<file path="src/rtl/dmem_arb_pkg.sv">
// Shared types and constants for the data-memory arbiter.
package dmem_arb_pkg;

  localparam int unsigned MAX_WAIT_DEFAULT = 4;
  localparam int unsigned WAIT_CNT_W       = 8;

  typedef enum logic [1:0] {
    ARB_PIPE = 2'd0,
    ARB_AUX  = 2'd1,
    ARB_HOLD = 2'd2
  } arb_state_e;

endpackage

</file>
<file path="src/rtl/dmem_arb_wait_cnt.sv">
// Saturating starvation counter; atMax_o rises once the count has sat at MAX_WAIT
// for a full waiting cycle, so the forced grant lands MAX_WAIT+1 cycles after the wait starts.
module dmem_arb_wait_cnt
  import dmem_arb_pkg::*;
#(
  parameter int unsigned MAX_WAIT = MAX_WAIT_DEFAULT
) (
  input  logic clk_i,
  input  logic reset_ni,
  input  logic clr_i,
  input  logic inc_i,
  output logic atMax_o
);

  localparam logic [WAIT_CNT_W-1:0] MaxCnt = WAIT_CNT_W'(MAX_WAIT);

  logic [WAIT_CNT_W-1:0] cntQ;
  logic                  atMaxQ;

  always_ff @(posedge clk_i or negedge reset_ni) begin
    if (!reset_ni) begin
      cntQ   <= '0;
      atMaxQ <= 1'b0;
    end else if (clr_i) begin
      cntQ   <= '0;
      atMaxQ <= 1'b0;
    end else if (inc_i) begin
      if (cntQ == MaxCnt) atMaxQ <= 1'b1;
      else                cntQ   <= cntQ + WAIT_CNT_W'(1);
    end
  end

  assign atMax_o = atMaxQ;

endmodule

</file>
<file path="src/rtl/dmem_arbiter.sv">
// Arbiter between the pipeline MEM stage and an auxiliary requester for the data memory.
// Optional performance counters are enabled with DMEM_ARB_PERF_EN.
module dmem_arbiter
  import dmem_arb_pkg::*;
#(
  parameter int unsigned MAX_WAIT = MAX_WAIT_DEFAULT,
  parameter int unsigned AW       = 32,
  parameter int unsigned DW       = 32
) (
  input  logic          clk_i,
  input  logic          reset_ni,
  input  logic          pipe_re_i,
  input  logic          pipe_we_i,
  input  logic [AW-1:0] pipe_addr_i,
  input  logic [DW-1:0] pipe_wdata_i,
  output logic [DW-1:0] pipe_rdata_o,
  output logic          stall_o,
  input  logic          aux_req_i,
  input  logic          aux_we_i,
  input  logic [AW-1:0] aux_addr_i,
  input  logic [DW-1:0] aux_wdata_i,
  output logic          aux_gnt_o,
  output logic          aux_rvalid_o,
  output logic [DW-1:0] aux_rdata_o,
`ifdef DMEM_ARB_PERF_EN
  output logic [31:0]   perf_stall_cnt_o,
  output logic [31:0]   perf_aux_gnt_cnt_o,
`endif
  output logic          mem_re_o,
  output logic          mem_we_o,
  output logic [AW-1:0] mem_addr_o,
  output logic [DW-1:0] mem_wdata_o,
  input  logic [DW-1:0] mem_rdata_i
);

  arb_state_e stateQ, stateD;
  logic       pipeBusy, auxGnt, forced, atMax, forcedRdQ;

  assign pipeBusy = pipe_re_i | pipe_we_i;
  // Gated by reset so the memory sees no enables while reset is held.
  assign auxGnt   = reset_ni & aux_req_i &
                    (!pipeBusy | (atMax & (stateQ != ARB_HOLD)));
  assign forced   = auxGnt & pipeBusy;

  assign aux_gnt_o    = auxGnt;
  assign stall_o      = forced;
  assign pipe_rdata_o = mem_rdata_i;

  assign mem_re_o    = reset_ni & (auxGnt ? !aux_we_i : pipe_re_i);
  assign mem_we_o    = reset_ni & (auxGnt ?  aux_we_i : pipe_we_i);
  assign mem_addr_o  = auxGnt ? aux_addr_i  : pipe_addr_i;
  assign mem_wdata_o = auxGnt ? aux_wdata_i : pipe_wdata_i;

  dmem_arb_wait_cnt #(.MAX_WAIT(MAX_WAIT)) u_wait_cnt (
    .clk_i   (clk_i),
    .reset_ni(reset_ni),
    .clr_i   (auxGnt | !aux_req_i),
    .inc_i   (aux_req_i & pipeBusy & !auxGnt),
    .atMax_o (atMax)
  );

  // Next state; a forced read keeps aux off the port one extra cycle via ARB_HOLD.
  always_comb begin
    stateD = ARB_PIPE;
    if (auxGnt && !aux_we_i)  stateD = ARB_AUX;
    else if (forced)          stateD = ARB_HOLD;
    else if (auxGnt)          stateD = ARB_PIPE;
    else if (stateQ == ARB_AUX && forcedRdQ && aux_req_i && pipeBusy)
                              stateD = ARB_HOLD;
  end

  always_ff @(posedge clk_i or negedge reset_ni) begin
    if (!reset_ni) begin
      stateQ       <= ARB_PIPE;
      forcedRdQ    <= 1'b0;
      aux_rvalid_o <= 1'b0;
      aux_rdata_o  <= '0;
    end else begin
      stateQ       <= stateD;
      forcedRdQ    <= forced & !aux_we_i;
      aux_rvalid_o <= auxGnt & !aux_we_i;
      if (auxGnt && !aux_we_i) aux_rdata_o <= mem_rdata_i;
    end
  end

`ifdef DMEM_ARB_PERF_EN
  logic [31:0] perfStallQ, perfGntQ;

  always_ff @(posedge clk_i or negedge reset_ni) begin
    if (!reset_ni) begin
      perfStallQ <= '0;
      perfGntQ   <= '0;
    end else begin
      if (forced) perfStallQ <= perfStallQ + 32'd1;
      if (auxGnt) perfGntQ   <= perfGntQ + 32'd1;
    end
  end

  assign perf_stall_cnt_o   = perfStallQ;
  assign perf_aux_gnt_cnt_o = perfGntQ;
`endif

endmodule

</file>
<file path="config.mk">
export PLATFORM = sky130hd
export DESIGN_NAME = dmem_arbiter
export DESIGN_NICKNAME = d
export VERILOG_FILES = /design/src/rtl/dmem_arb_pkg.sv /design/src/rtl/dmem_arb_wait_cnt.sv /design/src/rtl/dmem_arbiter.sv
export SDC_FILE = /design/constraint.sdc
export NUM_CORES = 1
export LEC_CHECK = 0
export BUFFER_PORTS_ARGS = -buffer_cell sky130_fd_sc_hd__buf_2
export CAP_MARGIN = 20
export CORE_AREA = 5 5 113 115
export CTS_BUF_LIST = sky130_fd_sc_hd__clkbuf_4
export DETAILED_ROUTE_END_ITERATION = 6
export DIE_AREA = 0 0 118 120
export GPL_ROUTABILITY_DRIVEN = 0
export PLACE_DENSITY_LB_ADDON = 0.1
export SETUP_SLACK_MARGIN = 0.15
export SLEW_MARGIN = 20
export SYNTH_ARGS = -nofsm -noshare
export SYNTH_HDL_FRONTEND = slang
export SYNTH_HIERARCHICAL = 1
export SYNTH_SLANG_ARGS = --single-unit
</file>
<file path="constraint.sdc">
create_clock -name clk_i -period 4.2 [get_ports clk_i]
set_clock_uncertainty 0.2 [all_clocks]
set_input_delay 0.84 -clock clk_i [delete_from_list [all_inputs] [get_ports clk_i]]
set_output_delay 0.84 -clock clk_i [all_outputs]
set_load 0.05 [all_outputs]
</file>
* Yosys cells after proc, flatten, opt, wreduce, memory -nomap -nowiden *
Cells that the tools add are included.

operators by class
  add/sub/neg operators = 1
  equality and inequality tests = 4
  multiplexer cells = 14
  bitwise logic cells = 13
  reductions and logical operators = 12

operators by type and width
  cell                   number
  $mux W32               2
  $mux W8                3
  $and A1 B1 Y1          10
  $add A8 B1 Y8 const B  1
  $eq A8 B3 Y1 const B   1
  $mux W2                4
  $mux W1                5
  $logic_and A1 B1 Y1    4
  $logic_not A1 Y1       4
  $reduce_and A2 Y1      2
  $reduce_bool A2 Y1     2
  $or A1 B1 Y1           3
  $eq A2 B1 Y1 const B   1
  $ne A2 B1 Y1 const B   1
  $ne A2 B2 Y1 const B   1

word-level totals
  register bits = 45
  logic and storage cells = 50

* Longest topological paths before layout *
Gate-level depths: netlist of the first run.

  depth after elaboration = 8
  mapped depth = 7
  gate-level depth less buffers = 6

* Hierarchy *
The synthesis of the first run kept the hierarchy.

modules (own cells, without submodules)
  module             instances  cells an instance  area an instance (sq um)  sequential area each (sq um)
  dmem_arbiter       1          199                2481.1                    875.8
  dmem_arb_wait_cnt  1          49                 503.0                     225.2

* Least setup slack after synthesis of the first run *
No wires, ideal clock.

  kind = register to output
  from = reg stateQ[0]
  to = out stall_o
  data arrival time = 2059 ps
  data required time = 3160 ps
  slack = 1101 ps
  stages on the path, launching flop included = 4
  cells stage by stage = dfrtp_1 > nand2b_4 > nand2_1 > nor3_1

on the way
  longest elaborated chain between the ends = 5

RTL lines
  what                      RTL line            RTL
  start: declaration        dmem_arbiter.sv:36  arb_state_e stateQ, stateD;
  start signal: assignment  dmem_arbiter.sv:79  stateQ <= stateD;
  $ne A2 B2 Y1              dmem_arbiter.sv:42  (!pipeBusy | (atMax & (stateQ != ARB_HOLD)));
  $and A1 B1 Y1             dmem_arbiter.sv:42
  $or A1 B1 Y1              dmem_arbiter.sv:42
  $and A1 B1 Y1             dmem_arbiter.sv:41  assign auxGnt = reset_ni & aux_req_i &
  $and A1 B1 Y1             dmem_arbiter.sv:43  assign forced = auxGnt & pipeBusy;
  end: declaration          dmem_arbiter.sv:17  output logic stall_o,

No other way between the ends.

* Worst setup path after layout of the first run *
  from = reg stateQ[0]
  to = out mem_addr_o[28]

on the way
  longest elaborated chain between the ends = 5

RTL lines
  what              RTL line            RTL
  $ne A2 B2 Y1      dmem_arbiter.sv:42
  $and A1 B1 Y1     dmem_arbiter.sv:42
  $or A1 B1 Y1      dmem_arbiter.sv:42
  $and A1 B1 Y1     dmem_arbiter.sv:41
  $mux W32          dmem_arbiter.sv:51  assign mem_addr_o = auxGnt ? aux_addr_i : pipe_addr_i;
  end: declaration  dmem_arbiter.sv:31  output logic [AW-1:0] mem_addr_o,

No other way between the ends.

==> results of run 1 <==
==> synth_stat cells, types with 2 or more instances <==
master / count / area, um2
mux2_2: 87 / 980
dfrtp_1: 44 / 1100
buf_4: 32 / 240
buf_6: 9 / 101
mux2_1: 9 / 101
a21oi_1: 7 / 35.0
nand2_1: 7 / 26.3
o21ai_0: 6 / 30.0
inv_1: 5 / 18.8
nor2_1: 4 / 15.0
nand3_1: 3 / 15.0
nand4_1: 3 / 18.8
or3_1: 3 / 18.8
a31o_2: 2 / 17.5
buf_2: 2 / 10.0
ha_1: 2 / 25.0
nor3_1: 2 / 10.0
==> per-layer routing <==
layer	track usage	wire [um]	vias to the layer above
met5	0	0	-
met4	0.0280	85	0
met3	0.0391	968	6
met2	0.253	5600	169
met1	0.199	4910	1341
li1	-	-	1389
==> through the flow <==
step	cells	setup slack, ns
final	662	0.872
after global routing	662	0.789
after CTS	661	0.846
after detailed placement	653	0.948
after global placement	653	0.957
after floorplan	248	1.10
==> power by group <==
group,internal [mW],switching [mW],total (mW)
clock network,0.0665,0.147,0.213
registers,0.496,0.0366,0.532
logic,0.237,0.611,0.847
total,0.799,0.794,1.59
==> final cells by class <==
class,instances,area (um2)
clock buffers,5,37.5
well taps,147,184
repair buffers,302,1530
diodes,1,2.50
multi-input cells,155,1520
fillers,1200,7300
clock inverters,3,21.3
flip-flops and latches,44,1100
inverters,5,18.8
==> kinds of logic after synthesis <==
logic type	Yosys count
buffers and inverters	49
adders and majority gates	2
muxes	98
DFF	44
and+or+nand+nor	32
AOI/OAI and AO/OA	22
xor gates and xnor gates	1
==> state kept, by name, summed over array words and instances, names as in the netlist <==
signal,flops
forcedRdQ,1
u_wait_cnt/atMax_o,1
u_wait_cnt/cntQ,8
aux_rdata_o,32
stateQ,2
==> path summary, 6_finish.rpt <==
check / from / endpoint / depth (start not counted)
min in group asynchronous: reset_ni / aux_rdata_o[11] / 2
max in group asynchronous: reset_ni / aux_rdata_o[27] / 2
max: stateQ[0] / mem_addr_o[28] / 6
max reg2reg: stateQ[0] / u_wait_cnt/cntQ[0] / 5
min: aux_rdata_o[30] / aux_rdata_o[30] / 1
min reg2reg: aux_rdata_o[30] / aux_rdata_o[30] / 1
==> flow_summary.yaml, run 1 <==
run_status:
  outcome: "complete, no violations"
clock_tree:
  clk_latency_ns: 0.35
  cts_tree: "yes"
  post_cts_buffers: 0
  path_clk_slew_ns: 0.15
  cts_made_buffers: 5
  cts_root_buffer: "clkbuf_4"
  cts-hold-fix-buffers: 0
  clock-sinks: 44
  post_cts_resized: 0
  cts_buffer_depth: 2
  cts_max_level: 2
routing:
  postRouteAntennaNets: 0
  vias: 2905
  wirelength_mm: 11.6
  drc_errors: 0
  viasPerCell: 4.39
  drt_pass1_iterations: 4
  drt-wirelength-per-cell_um: 17.5
  first_iter_violations: 84
flow_run:
  cap_violations: 0
global_routing:
  gr-total-overflow: 0
  grt_max_degree: 66
  grtUsageTotal: 0.151
  grt_pass1_wl_mm: 17.1
  antenna_found_initial: 1
  grt_pass1_vias: 3040
finish:
  fin_area_mm2: 0.00442
  utilization: 0.377
  drive_gt1_frac: 0.798
  final_cell_mix: "buf_2, mux2_2, dfrtp_1, mux2_1"
  mostFrequentLayoutCell: "buf_2"
  area_delta_synth_final_pct: 48.0
  layout.nets: 681
synthesis:
  synth-seq-cells: 44
  synth_top_family_by_area: "multiplexers"
  synth_compound_area_frac: 0.0482
  syn_inst: 248
  async_reset_ff_frac: 1.00
  synth_mux_area_frac: 0.371
  synth_nets: 416
  yosys.area_share.simple: 0.0755
  synth-adder-area-share: 0.00839
  synth_flop_cell: "dfrtp_1"
  synth_cell_type_count: 38
  synthesis.area_mm2: 0.00298
  synth_xor_area_frac: 0.00294
  avgSynthCellArea_um2: 12.0
  synth_warnings: 6
  synth_edf_count: 0
  seq_area_frac_synth: 0.369
placed_design:
  hpwl_mm: 9.86
  numPortBuffers: 298
  dpl_cell_area_mm2: 0.00435
worst_setup_path:
  critPathTopFamily: "buffers and inverters"
  worstSetupEndpointType: "output pin"
  criticalPathCategory: "register to output pin"
  cp_data_arrival_time_ns: 2.29
  r2r_slack_ns: 1.92
  crit_slowest_cell: "dfrtp_1"
  crit_chain: "nand2b_4, and2_4, o21ai_4, buf_12, mux2_2, buf_2"
  required_ns: 3.16
  crit_fanout: 65
  max_stage_delay_ns: 0.45
  cp_num_buf_inv: 2
  crit_path_start_kind: "register"
sta:
  finalCriticalPeriod_ns: 3.33
  tns_ns: 0
  post-route-period-util: 0.792
  rsz0062_at_grt: "false"
  fmax_mhz: 300
  tightest_slew_ns: 0.606
  hold_viol_final: 0
  holdWs_ns: 0.319
  max_slew_margin: 0.596
  setup_viol: 0
  drv_slew: 0
power:
  peakVddDrop_mv: 0.237
  p_per_area_mw_per_mm2: 361
  power.leakage_nw: 2.36
  power_mw: 1.59
floorplanning:
  die_y_um: 120
  io_pins: 299
  dieArea_mm2: 0.0142
  start_util: 0.255
  die_x_um: 118
  coreArea_mm2: 0.0117
  core.rowCount: 40
worst_hold_path:
  worstHoldPathType: "register to register"
Note: power is estimated with default switching activity, not from simulation.
==> inputs of run 2 (changes only) <==
Settings changed: CORE_AREA 5 5 113 115 to 5 5 112 114, DIE_AREA 0 0 118 120 to 0 0 117 119.
Clock period 4.2 ns to 3 ns, I/O delays scaled along.
==> run 2 against run 1 <==
Net effect: sequential cell count did not move; via count rose by 4.2%; worst hold slack got worse by 0.043 ns; final area rose by 22%; critical path depth rose by 1; register-to-register slack got worse by 1.3 ns; global-route usage fell by 0.49 points; largest power group unchanged; die area fell by 1.7%; first-iteration DRC count rose by 26%.
==> flow_summary.yaml, run 2 (synthesis results as in run 1) <==
finish:
  stdcell_count: 676
  drive_gt1_frac: 0.820
  mostFrequentLayoutCell: "buf_2"
  regMostFlops: "aux_rdata_o"
  largest_register_ffs: 32
  final_cell_mix: "buf_2, mux2_2, dfrtp_1, mux2_4, buf_8"
  top_regs: "aux_rdata_o x32, u_wait_cnt/cntQ x8, stateQ x2"
  layout.nets: 699
  utilization: 0.475
  area_delta_synth_final_pct: 80.2
routing:
  drt_pass1_iterations: 4
  vias: 3027
  drt-wirelength-per-cell_um: 17.2
  wirelength_mm: 11.7
  postRouteAntennaNets: 0
  drc_errors: 0
  viasPerCell: 4.48
  first_iter_violations: 106
global_routing:
  grt_max_degree: 43
  grt_pass1_vias: 3215
  antenna_found_initial: 2
  use_met3: 0.0370
  grt_most_used_layer: "met2"
  grt_pass1_wl_mm: 16.2
  grtUsageTotal: 0.147
  gr-total-overflow: 0
  met1_usage: 0.161
  use_met2: 0.282
worst_setup_path:
  reg2reg_from: "stateQ[0]"
  cp_data_arrival_time_ns: 2.10
  worstSetupEndpointType: "output pin"
  reg2reg_depth: 6
  criticalPathCategory: "register to output pin"
  r2r_slack_ns: 0.66
  crit_fanout: 8
  r2r-end: "u_wait_cnt/cntQ[0]"
  crit_path_start_kind: "register"
  required_ns: 2.20
worst_hold_path:
  hold_path_end: "aux_rdata_o[1]"
  worstHoldPathType: "primary input to register"
  hold_path_depth: 2
  hold_start: "mem_rdata_i[1]"
floorplanning:
  dieArea_mm2: 0.0139
  core.rowCount: 39
  die_y_um: 119
  io_pins: 299
  start_util: 0.264
  coreArea_mm2: 0.0113
  die_x_um: 117
run_status:
  outcome: "complete, no violations"
placed_design:
  place_ws_ns: 0.170
  numPortBuffers: 298
  hpwl_mm: 8.76
  place_inst: 653
sta:
  tightest_slew_ns: 0.576
  post-route-period-util: 0.967
  layout_setup_ws_ns: 0.100
  max_slew_margin: 0.616
  drv_slew: 0
  setup_viol: 0
  rsz0062_at_grt: "true"
  tns_ns: 0
  fmax_mhz: 345
  finalCriticalPeriod_ns: 2.90
  hold_viol_final: 0
power:
  power_mw: 2.46
  p_per_area_mw_per_mm2: 457
  power.leakage_nw: 2.89
  peakVddDrop_mv: 0.342
clock_tree:
  clk_latency_ns: 0.35
  cts_max_level: 2
  cts_buffer_depth: 2
  cts_tree: "yes"
  cts_root_buffer: "clkbuf_4"
  cts_made_buffers: 5
  path_clk_slew_ns: 0.14
  clock-sinks: 44
flow_run:
  cap_violations: 0
[run 2: through the flow]
stage	hold WS (ns)	area, um2
6_report	0.276	5380
5_1_grt	0.246	5380
4_1_cts	0.251	5080
3_5_place_dp	0.290	4420
3_3_place_gp	0.286	4420
2_1_floorplan	0.104	2990
[run 2: worst max-delay path: stages (launching register included)]
cell and delay [ns]:
dfrtp_1 0.41, nand2b_4 0.14, and2_4 0.16, o21ai_4 0.21
buf_6 0.18, buf_12 0.14, mux2_2 0.35, buf_6 0.16
[run 2: report_power, final]
group          internal [mW]  switching [mW]
clock                  0.174           0.201
sequential             0.694          0.0483
combinational          0.462           0.878
total                   1.33            1.13
[run 2: how the worst max path moves through the flow]
stage	endpoint	start
after CTS	mem_wdata_o[1]	stateQ[0]
after global routing	mem_addr_o[15]	stateQ[0]
final	mem_addr_o[15]	stateQ[0]
after global placement	mem_addr_o[21]	pipe_re_i
after detailed placement	mem_addr_o[21]	pipe_re_i
after floorplan	mem_wdata_o[22]	stateQ[0]
[run 2: final cells by class]
cell class,count,area (um2)
Fill cell,1052,5940
Clock inverter,3,42.5
Antenna cell,1,2.50
Tap cell,143,179
Inverter,5,18.8
Sequential cell,44,1100
Clock buffer,5,37.5
Timing Repair Buffer,320,2340
Multi-Input combinational cell,155,1650
[run 2: repair_timing]
| action | CTS | global route |
|---|---|---|
| hold buffers | 1 | 0 |
| hold endpoints to repair | 2 | 0 |
| setup buffers | 8 | 0 |
| resized for setup | 138 | 64 |
| cloned | 3 | 2 |
| pin swaps | 1 | 1 |
| setup endpoints to repair | 65 | 63 |
[run 2: routing by layer]
| metal | vias to the layer above | wire length (um) |
|---|---|---|
| met1 | 1434 | 4040 |
| met2 | 151 | 6360 |
| met3 | 12 | 1110 |
| met4 | 2 | 121 |
| li1 | 1428 | - |
| met5 | - | 20 |
==> inputs of run 3 (changes only) <==
Settings changed: ABC_AREA set to 1.
==> run 3 against run 2 <==
Net effect: final area shrank 16%; final cell count grew 31%; largest power group unchanged; maximum frequency grew 6.8%; register-to-register slack gained 0.20 ns; non-clock buffer count shrank 16; wire length grew 8.1%; critical path type is now primary input to output pin; sequential power shrank 1%; synthesized area grew 0.84%.
==> flow_summary.yaml, run 3 <==
run_status:
  outcome: "complete, no violations"
routing:
  top_layer: "met4"
  drt-wirelength-per-cell_um: 14.2
  vias: 3741
  drc_errors: 0
  wl_met1_mm: 4.62
  drt_pass1_iterations: 4
  viasPerCell: 4.23
  wirelength_mm: 12.6
  first_iter_violations: 150
  wl_met2_mm: 6.43
  wl_met3_mm: 1.33
  postRouteAntennaNets: 0
finish:
  drive_gt1_frac: 0.433
  multiInputGateArea_mm2: 0.00149
  fillCellCount: 1248
  seqCellArea_mm2: 0.00110
  largest_register_ffs: 32
  layout.nets: 906
  final_cell_mix: "nand2_1, buf_2, dfrtp_1, nor2_1, clkbuf_4"
  regMostFlops: "aux_rdata_o"
  top_regs: "aux_rdata_o x32, u_wait_cnt/cntQ x8, stateQ x2"
  mostFrequentLayoutCell: "nand2_1"
  area_delta_synth_final_pct: 49.9
worst_setup_path:
  cp_data_arrival_time_ns: 1.92
  criticalPathCategory: "primary input to output pin"
  required_ns: 2.20
  worstSetupEndpointType: "output pin"
  crit_path_start_kind: "primary input"
  crit_fanout: 33
synthesis:
  synth_warnings: 6
  avgSynthCellArea_um2: 6.28
  seq_area_frac_synth: 0.366
  synth_nets: 647
  synth-seq-cells: 44
  synth_mux_area_frac: 0
  synth_top_family_by_area: "simple AND/OR/NAND/NOR gates"
  synth_compound_area_frac: 0.0183
  synthTopCellsByCount: "nand2_1, dfrtp_1, buf_4, nor2_1, inv_1"
  yosys.area_share.simple: 0.466
  synth_cell_type_count: 23
  synth_edf_count: 0
  synth_xor_area_frac: 0.00291
  synth_flop_cell: "dfrtp_1"
  synth_top_area_cell: "nand2_1"
  async_reset_ff_frac: 1.00
  synth-adder-area-share: 0.00832
  syn_inst: 479
  synthesis.area_mm2: 0.00301
  ys_top_cells_by_area: "nand2_1, dfrtp_1, buf_4"
  yosysMostFrequentCell: "nand2_1"
  yosysTopAreaCellShare: 0.399
global_routing:
  grt_pass1_vias: 3530
  gr-total-overflow: 0
  grtUsageTotal: 0.161
  grt_max_degree: 68
  antenna_found_initial: 3
  grt_pass1_wl_mm: 17.9
clock_tree:
  cts_max_level: 2
  post_cts_buffers: 0
  cts_tree: "yes"
  path_clk_slew_ns: 0.13
  cts_buffer_depth: 2
  cts_root_buffer: "clkbuf_4"
  cts_made_buffers: 5
  clock-sinks: 44
  clk_latency_ns: 0.36
flow_run:
  cap_violations: 0
power:
  p_int_mw: 1.07
  p_sw_frac: 0.507
  peakVddDrop_mv: 0.357
  power.leakage_nw: 2.91
  p_per_area_mw_per_mm2: 481
  p_seq_frac: 0.338
  power_frac_clock: 0.138
  p_sw_mw: 1.10
  comb_power_share: 0.524
sta:
  setup_viol: 0
  finalCriticalPeriod_ns: 2.72
  tightest_slew_ns: 0.558
  hold_viol_final: 0
  max_slew_margin: 0.628
  drv_slew: 0
  tns_ns: 0
  holdWs_ns: 0.175
  rsz0062_at_grt: "false"
  post-route-period-util: 0.905
  fmax_mhz: 368
floorplanning:
  die_x_um: 117
  die_y_um: 119
  dieArea_mm2: 0.0139
  start_util: 0.266
  coreArea_mm2: 0.0113
  core.rowCount: 39
  io_pins: 299
placed_design:
  hpwl_mm: 9.99
  numPortBuffers: 298
worst_hold_path:
  worstHoldPathType: "primary input to async pin"
## run 3: changes by cell type after synthesis, moves of 5 or more
cell | previous run | this run
nand3_1 | 3 | 10
buf_6 | 9 | 4
a21oi_1 | 7 | 2
buf_2 | 2 | 7
inv_1 | 5 | 11
mux2_2 | 87 | 0
clkbuf_1 | 1 | 6
nor2_1 | 4 | 17
nand2_1 | 7 | 320
mux2_1 | 9 | 0
## run 3: worst max-delay path, stage by stage
cell       delay (ns)
buf_2            0.11
or2_4            0.27
nand2_4          0.10
nand2_4          0.08
inv_2            0.13
clkbuf_16        0.23
nand2_1          0.07
nand2_1          0.06
buf_2            0.26
## run 3: per-stage QoR
stage	setup slack (ns)	instance area (um2)	total power, mW	cells	utilization
CTS	0.176	4430	2.20	880	0.391
global placement	0.315	4370	1.88	872	0.386
global route	0.153	4510	2.30	885	0.398
floorplan	0.280	3010	1.57	479	-
detailed placement	0.257	4370	1.88	872	0.386
finish	0.285	4510	2.17	885	0.398
## run 3: path summary, 6_finish.rpt
kind | start | endpoint | slack (ns) | cells after the start
worst max register to register | stateQ[0] | u_wait_cnt/cntQ[6] | 0.86 | 11
worst min register to register | aux_rdata_o[23] | aux_rdata_o[23] | 0.29 | 2
max in group asynchronous | reset_ni | aux_rdata_o[24] | 2.04 | 2
worst max-delay path | pipe_re_i | mem_addr_o[23] | 0.28 | 9
min in group clk_i | mem_rdata_i[20] | aux_rdata_o[20] | 0.24 | 3
worst min-delay path | reset_ni | u_wait_cnt/cntQ[0] | 0.18 | 2
## run 3: layout make-up
class	instances	share of cell area
clock inverters	1	0.000832
well taps	143	0.0397
flip-flops and latches	44	0.244
clock buffers	7	0.0117
repair buffers	304	0.360
multi-input cells	369	0.330
inverters	14	0.0117
diodes	3	0.00166
## run 3: what timing repair did
action | in CTS | in global routing
gates resized for setup | 0 | 9
hold buffers | 0 | 0
setup endpoints to repair | 0 | 22
## run 3: cell families (layout without fill, tap and decap cells)
kind of cell,count (synthesis),after routing
flip-flops,44,44
XOR/XNOR,1,1
adder cells (fa/ha/maj),2,2
other,0,3
AND/OR/NAND/NOR,356,356
buffers and inverters,66,326
AO/OA/AOI/OAI,10,10
## run 3: power groups by stage
stage | combinational (mW) | clock, mW | sequential [mW]
2_1_floorplan | 0.504 | 0 | 1.06
3_3_place_gp | 1.14 | 0 | 0.744
3_5_place_dp | 1.14 | 0 | 0.740
4_1_cts | 1.14 | 0.323 | 0.734
5_1_grt | 1.21 | 0.345 | 0.747
6_report | 1.14 | 0.300 | 0.734
## run 3: per-layer routing
layer	vias to the layer above	global-route usage
li1	1925	-
met1	1626	0.181
met2	176	0.297
met3	14	0.0380
met4	0	0.0459
met5	-	0
